**config.mk**
```make
export PLATFORM = sky130hd
export DESIGN_NAME = frame_pixel_engine
export DESIGN_NICKNAME = d
export VERILOG_FILES = /design/src/rtl/frame_engine_pkg.sv /design/src/rtl/frame_pixel_engine_pix_chan_op.sv /design/src/rtl/frame_pixel_engine.sv
export SDC_FILE = /design/constraint.sdc
export NUM_CORES = 1
export LEC_CHECK = 0
export ABC_AREA = 0
export BUFFER_PORTS_ARGS = -buffer_cell sky130_fd_sc_hd__buf_2
export CAP_MARGIN = 30
export CORE_UTILIZATION = 53
export CTS_CLUSTER_DIAMETER = 60
export DETAILED_ROUTE_END_ITERATION = 8
export PLACE_DENSITY = 0.74
export SLEW_MARGIN = 20
export SYNTH_ARGS = -nofsm -noshare
export SYNTH_HDL_FRONTEND = slang
export SYNTH_SLANG_ARGS = --single-unit
```
**constraint.sdc**
```tcl
create_clock -name clk -period 8.7 [get_ports clk]
set_input_delay 0.435 -clock clk [delete_from_list [all_inputs] [get_ports clk]]
set_output_delay 0.435 -clock clk [all_outputs]
set_load 0.01 [all_outputs]
```
**src/rtl/frame_engine_pkg.sv**
```systemverilog
// Shared types for the frame pixel engine: operation modes, FSM states and
// the read-pipeline sideband record.
package frame_engine_pkg;

  localparam int COORD_W = 16;

  typedef enum logic [1:0] {
    MODE_PASS = 2'd0,
    MODE_ZERO = 2'd1,
    MODE_INV  = 2'd2,
    MODE_ADD  = 2'd3
  } mode_e;

  typedef enum logic [1:0] {
    S_IDLE  = 2'd0,
    S_RUN   = 2'd1,
    S_DRAIN = 2'd2,
    S_DONE  = 2'd3
  } state_e;

  typedef struct packed {
    logic               valid;
    logic [COORD_W-1:0] x;
    logic [COORD_W-1:0] y;
  } sideband_t;

endpackage

```
**src/rtl/frame_pixel_engine_pix_chan_op.sv**
```systemverilog
// Combinational per-channel transform; an unmasked channel passes unchanged.
module pix_chan_op
  import frame_engine_pkg::*;
#(
  parameter int CH_W = 8
) (
  input  mode_e             i_mode,
  input  logic              i_en,
  input  logic [CH_W-1:0]   i_bias,
  input  logic [CH_W-1:0]   i_ch,
  output logic [CH_W-1:0]   o_ch
);

  logic [CH_W:0] w_sum;

  // One extra bit so the carry out of the addition drives saturation.
  assign w_sum = {1'b0, i_ch} + {1'b0, i_bias};

  // Select the transformed value for a masked channel.
  always_comb begin
    o_ch = i_ch;
    if (i_en) begin
      case (i_mode)
        MODE_PASS: o_ch = i_ch;
        MODE_ZERO: o_ch = {CH_W{1'b0}};
        MODE_INV:  o_ch = ~i_ch;
        MODE_ADD:  o_ch = w_sum[CH_W] ? {CH_W{1'b1}} : w_sum[CH_W-1:0];
        default:   o_ch = i_ch;
      endcase
    end else begin
      o_ch = i_ch;
    end
  end

endmodule

```
**src/rtl/frame_pixel_engine.sv**
```systemverilog
// Streaming read-process-write frame engine: one pixel per clock from a source
// buffer, per-channel operation, write to a strided destination buffer.
module frame_pixel_engine
  import frame_engine_pkg::*;
#(
  parameter int IMG_W      = 320,
  parameter int IMG_H      = 320,
  parameter int ADDR_W     = 32,
  parameter int CH_W       = 8,
  parameter int N_CH       = 3,
  parameter int RD_LAT     = 2,
  parameter int DST_STRIDE = 320
) (
  input  logic              clk,
  input  logic              rst_n,
  input  logic              i_start,
  input  logic [1:0]        i_mode,
  input  logic [N_CH-1:0]   i_chan_mask,
  input  logic [CH_W-1:0]   i_bias,
  input  logic [ADDR_W-1:0] i_src_base,
  input  logic [ADDR_W-1:0] i_dst_base,
  input  logic              i_hold,
  input  logic              i_abort,
  output logic              o_rd_en,
  output logic [ADDR_W-1:0] o_rd_addr,
  input  logic [31:0]       i_rd_data,
  output logic              o_wr_en,
  output logic [ADDR_W-1:0] o_wr_addr,
  output logic [31:0]       o_wr_data,
  output logic              o_busy,
  output logic              o_done,
  output logic              o_error,
  output logic              o_frame_end
);

  localparam int PIX_W = N_CH * CH_W;
  localparam int NPIX  = IMG_W * IMG_H;

  state_e             r_state;
  mode_e              r_mode;
  logic [N_CH-1:0]    r_mask;
  logic [CH_W-1:0]    r_bias;
  logic [ADDR_W-1:0]  r_src;
  logic [ADDR_W-1:0]  r_idx;
  logic [COORD_W-1:0] r_x;
  logic [COORD_W-1:0] r_y;
  logic               r_busy;
  logic               r_done;
  logic               r_error;
  sideband_t          r_sb [RD_LAT];
  logic               r_p_valid;
  logic [COORD_W-1:0] r_p_x;
  logic [COORD_W-1:0] r_p_y;
  logic [31:0]        r_p_data;
  logic [ADDR_W-1:0]  r_dst_row;
  logic               r_wr_en;
  logic [ADDR_W-1:0]  r_wr_addr;
  logic [31:0]        r_wr_data;
  logic               r_frame_end;

  logic               w_accept;
  logic               w_last;
  logic               w_issue;
  logic               w_sb_any;
  logic               w_empty;
  logic [PIX_W-1:0]   w_proc;

  // A read is suppressed by hold, and by abort unless it is the final one.
  assign w_accept = (r_state == S_IDLE) && i_start;
  assign w_last   = (r_idx == ADDR_W'(NPIX - 1));
  assign w_issue  = (r_state == S_RUN) && !i_hold && (!i_abort || w_last);
  assign w_empty  = !w_sb_any && !r_p_valid;

  assign o_rd_en     = w_issue;
  assign o_rd_addr   = r_src + r_idx;
  assign o_busy      = r_busy;
  assign o_done      = r_done;
  assign o_error     = r_error;
  assign o_wr_en     = r_wr_en;
  assign o_wr_addr   = r_wr_addr;
  assign o_wr_data   = r_wr_data;
  assign o_frame_end = r_frame_end;

  // Any read still travelling through the RAM latency window.
  always_comb begin
    w_sb_any = 1'b0;
    for (int i = 0; i < RD_LAT; i++) begin
      w_sb_any = w_sb_any | r_sb[i].valid;
    end
  end

  // Frame control FSM, configuration latch and read address counters.
  always_ff @(posedge clk or negedge rst_n) begin
    if (!rst_n) begin
      r_state <= S_IDLE;
      r_mode  <= MODE_PASS;
      r_mask  <= '0;
      r_bias  <= '0;
      r_src   <= '0;
      r_idx   <= '0;
      r_x     <= '0;
      r_y     <= '0;
      r_busy  <= 1'b0;
      r_done  <= 1'b0;
      r_error <= 1'b0;
    end else begin
      r_done <= 1'b0;
      case (r_state)
        S_IDLE: begin
          if (i_start) begin
            r_mode  <= mode_e'(i_mode);
            r_mask  <= i_chan_mask;
            r_bias  <= i_bias;
            r_src   <= i_src_base;
            r_idx   <= '0;
            r_x     <= '0;
            r_y     <= '0;
            r_busy  <= 1'b1;
            r_error <= 1'b0;
            r_state <= S_RUN;
          end
        end
        S_RUN: begin
          if (w_issue) begin
            r_idx <= r_idx + ADDR_W'(1);
            if (r_x == COORD_W'(IMG_W - 1)) begin
              r_x <= '0;
              r_y <= r_y + COORD_W'(1);
            end else begin
              r_x <= r_x + COORD_W'(1);
            end
          end
          if (i_abort) begin
            r_error <= 1'b1;
            r_state <= S_DRAIN;
          end else if (w_issue && w_last) begin
            r_state <= S_DRAIN;
          end
        end
        S_DRAIN: begin
          if (w_empty) begin
            r_done  <= 1'b1;
            r_busy  <= 1'b0;
            r_state <= S_DONE;
          end
        end
        S_DONE:  r_state <= S_IDLE;
        default: r_state <= S_IDLE;
      endcase
    end
  end

  // Sideband delay line keeping pixel coordinates aligned with read data.
  always_ff @(posedge clk or negedge rst_n) begin
    if (!rst_n) begin
      for (int i = 0; i < RD_LAT; i++) begin
        r_sb[i] <= '0;
      end
    end else begin
      r_sb[0] <= '{valid: w_issue, x: r_x, y: r_y};
      for (int i = 1; i < RD_LAT; i++) begin
        r_sb[i] <= r_sb[i-1];
      end
    end
  end

  for (genvar c = 0; c < N_CH; c++) begin : g_chan
    pix_chan_op #(.CH_W(CH_W)) u_op (
      .i_mode (r_mode),
      .i_en   (r_mask[c]),
      .i_bias (r_bias),
      .i_ch   (i_rd_data[c*CH_W +: CH_W]),
      .o_ch   (w_proc[c*CH_W +: CH_W])
    );
  end

  // Padding bits above the packed pixel are never processed.
  if (PIX_W < 32) begin : g_pad
    logic w_unused_rd_hi;
    assign w_unused_rd_hi = ^i_rd_data[31:PIX_W];
  end

  // Process stage register.
  always_ff @(posedge clk or negedge rst_n) begin
    if (!rst_n) begin
      r_p_valid <= 1'b0;
      r_p_x     <= '0;
      r_p_y     <= '0;
      r_p_data  <= '0;
    end else begin
      r_p_valid <= r_sb[RD_LAT-1].valid;
      r_p_x     <= r_sb[RD_LAT-1].x;
      r_p_y     <= r_sb[RD_LAT-1].y;
      r_p_data  <= 32'(w_proc);
    end
  end

  // Write stage; pixels arrive in raster order so the row base just steps.
  always_ff @(posedge clk or negedge rst_n) begin
    if (!rst_n) begin
      r_dst_row   <= '0;
      r_wr_en     <= 1'b0;
      r_wr_addr   <= '0;
      r_wr_data   <= '0;
      r_frame_end <= 1'b0;
    end else begin
      r_wr_en     <= r_p_valid;
      r_frame_end <= r_p_valid && (r_p_x == COORD_W'(IMG_W - 1))
                               && (r_p_y == COORD_W'(IMG_H - 1));
      if (r_p_valid) begin
        r_wr_addr <= r_dst_row + ADDR_W'(r_p_x);
        r_wr_data <= r_p_data;
      end
      if (w_accept) begin
        r_dst_row <= i_dst_base;
      end else if (r_p_valid && (r_p_x == COORD_W'(IMG_W - 1))) begin
        r_dst_row <= r_dst_row + ADDR_W'(DST_STRIDE);
      end
    end
  end

endmodule

```
==> results by group <==
Die
  • Die Area: 31700 um^2
  • Horiz. Die Dim: 178.0 um
  • Starting Density: 0.5384
  • Top Ports: 216
  • Row count: 64
  • Die H: 178.0 um
  • Placeable Area: roughly 30000 um^2

Synth
  • Seq/Total Area, Yosys: 0.4982
  • Seq cells post-synth: about 330
  • Avg Synthesized Cell Area: 10.30 um^2
  • Unique masters post-synth: 74
  • Gate Count Post-Synth: roughly 1600
  • Netlist Area Pre-Place: about 16000 um^2
  • Top FF cell, synth: dfrtp_1
  • Synth Warn #: 0
  • Post-synthesis async set-or-reset flop share: 1.000
  • Number of flops mapped to enable cells by yosys: 0

Timing
  • Relative slew slack: 0.3720
  • Tightest Pin Transition: between 0.9 and 1 ns
  • Clock Skew: roughly 0.019 ns
  • Final slew viol count: 0
  • RSZ-0062 raised after global routing: no
  • Tcrit/Tclk final: 0.4818
  • Final Setup Violations: 0
  • Fmax: 0.2386 GHz
  • Endpoints failing hold: 0
  • Setup TNS: 0 ns
  • Hold slack final: 0.1440 ns
  • Final worst setup slack: 4.509 ns
  • Tmin final: 4.191 ns

Hold path
  • Worst Hold End: r_bias[5]
  • Worst Min Path Start: i_bias[5]
  • Hold path cells: 2
  • Hold Crit Class: in2reg

Worst setup path
  • Worst Path Arrival: 3.76 ns
  • Setup Crit Path Kind: reg2out
  • R2r setup slk: ~5.0 ns
  • Reg2reg end: r_idx[13]
  • CP startpoint kind: flip-flop
  • FF-to-FF path depth: 9
  • Crit path from: r_idx[0]
  • Critical Path End Type: output pin
  • CP max FO: 5
  • Required time of the critical path: 8.27 ns
  • R2R Path Start: r_idx[1]

Place
  • Inst Count DP: approximately 2100
  • Final GP Congestion: 0.8944
  • Pre-CTS WS: roughly 5 ns
  • Port Buffers: 199
  • Hpwl dp: about 25000 um
  • Placed cell area: approximately 18000 um^2

Run status
  • Status: finished, final reports clean

Power
  • LEAKAGE: 9.040 nW
  • Max IR drop VDD: ~180 uV
  • Pwr Density: 329.1 nW/um^2
  • Final Power: about 6.3 mW

Clock tree
  • H-tree depth: 2
  • CTS tree: yes
  • Clk root buf: clkbuf_16
  • Worst-Skew Late Latency: 0.52 ns
  • # clock sinks: 327
  • Worst-path clk slew: about 0.060 ns
  • Clock buffer depth: 3
  • CTS Buf Count: 38

Final layout
  • Area Growth Syn to Fin: 16.32%
  • Register area: 8184 um^2
  • Multi-input gate area: 7784 um^2
  • # fillers: ~2500
  • Fraction of layout cells with a size suffix above 1: 0.2092
  • Most frequent cells in the layout: dfrtp_1 (326), buf_2 (198), nand2_1 (145)
  • Layout Utilization: 0.6263
  • Most common cell after layout, fill and taps aside: dfrtp_1
  • Final non-filler cell total: 2200
  • Nets@finish: 1972
  • Final Cell Area: 19110 um^2

Detailed routing
  • Residual DRC count: 0
  • Vias per cell: 5.712
  • Wl on met1: 16360 um
  • Met3 Routed Length: about 1800 um
  • Routed WL: about 36000 um
  • Post-DRT Antenna Nets: 0
  • Met2 wire len: around 17000 um
  • Via count: 12567
  • Pre-antenna DRT Iters: 7
  • Iter 0 DRT Violations: between 700 and 800
  • Top sig layer: met5
  • DR WL/cell: 16.58 um

GRT
  • GRT Total Usage: 0.2307
  • Grt ovf: 0
  • First-pass GRT wire length: 58880 um
  • Initial antenna violation count: 3
  • Vias in the first global route: 12017
  • Largest net degree at the start of global routing: 162

Run
  • Max Cap Viol: 0
## routing by layer
layer,vias up,GRT usage
met5,-,0
met2,339,0.3781
met3,63,0.03687
met1,6129,0.3124
met4,2,0.07657
li1,6034,-
## synth_stat cells, drive strengths merged, types with 11 or more instances
cell / instances / area [um^2]
nand4: 29 / 196.4
nand3: 51 / 267.8
xnor2: 75 / 656.9
ha: 78 / 975.9
nor2: 126 / 473.0
a21o: 34 / 255.2
o211ai: 12 / 90.09
nor3: 28 / 140.1
clkbuf: 57 / 214.0
and2: 12 / 75.08
o21ai: 92 / 471.7
o31ai: 19 / 142.6
nand2b: 13 / 81.33
dfrtp: 327 / 8183
and3: 20 / 126.4
buf: 18 / 110.1
mux2: 88 / 991.0
inv: 45 / 168.9
xor2: 35 / 306.5
a31oi: 11 / 68.82
nor4: 19 / 118.9
a21oi: 129 / 645.6
o21bai: 14 / 105.1
nand2: 146 / 548.0
## sequential cells by signal, summed over array words and instances (netlist names)
signal       count
o_done           1
o_frame_end      1
o_wr_en          1
r_idx           32
o_error          1
r_y             16
r_p_data        24
r_p_x           16
r_src           32
r_mask           3
r_p_y           16
r_state          2
r_bias           8
o_wr_addr       32
r_p_valid        1
o_wr_data       24
r_sb            66
r_mode           2
o_busy           1
r_dst_row       32
r_x             16
## worst max-delay path: stages, from the launching register on
cell	delay, ns
dfrtp_1	0.44
ha_1	0.25
fa_1	0.44
a211oi_1	0.32
o21ai_0	0.19
a31oi_1	0.45
o221ai_1	0.29
nand2b_1	0.13
a31oi_1	0.17
a21boi_0	0.26
xnor2_1	0.15
buf_2	0.15
## power by group
part | leakage, nW | internal (mW) | switching [mW]
registers | 4.13 | 1.98 | 0.352
clock network | 0.658 | 1.05 | 0.626
logic | 4.26 | 0.995 | 1.28
## area by class of cell
| cell class | instances | area share |
|---|---|---|
| inverters | 45 | 0.008840 |
| clock inverters | 17 | 0.01211 |
| multi-input cells | 1154 | 0.4074 |
| diodes | 2 | 0.0002619 |
| flip-flops and latches | 327 | 0.4283 |
| clock buffers | 50 | 0.05848 |
| repair buffers | 209 | 0.05867 |
| well taps | 396 | 0.02593 |
## repair_timing
item,CTS,global route
hold buffers,1,0
resized for setup,0,0
hold endpoints to repair,82,0
setup buffers,0,0
## cell families (layout without fill, tap and decap cells)
| kind of cell | Yosys count | count (layout) | synth area share |
|---|---|---|---|
| AND/OR/NAND/NOR | 489 | 489 | 0.1443 |
| AO/OA/AOI/OAI | 371 | 371 | 0.1398 |
| flip-flops | 327 | 327 | 0.4982 |
| buffers and inverters | 120 | 321 | 0.03001 |
| XOR/XNOR | 110 | 110 | 0.05865 |
| multiplexers | 93 | 93 | 0.06338 |
| adder cells (fa/ha/maj) | 83 | 83 | 0.06551 |
| other | 1 | 10 | 0.0002283 |
## how the worst max path moves through the flow
stage / end / slack (ns) / cells after the start
3_5_place_dp: r_idx[13] / 5.04 / 9
6_report: o_rd_addr[24] / 4.51 / 11
5_1_grt: o_rd_addr[29] / 4.37 / 10
2_1_floorplan: o_rd_addr[24] / 5.75 / 10
4_1_cts: o_rd_addr[24] / 4.54 / 11
3_3_place_gp: r_idx[13] / 5.09 / 9
(Power assumes the default switching activity.)
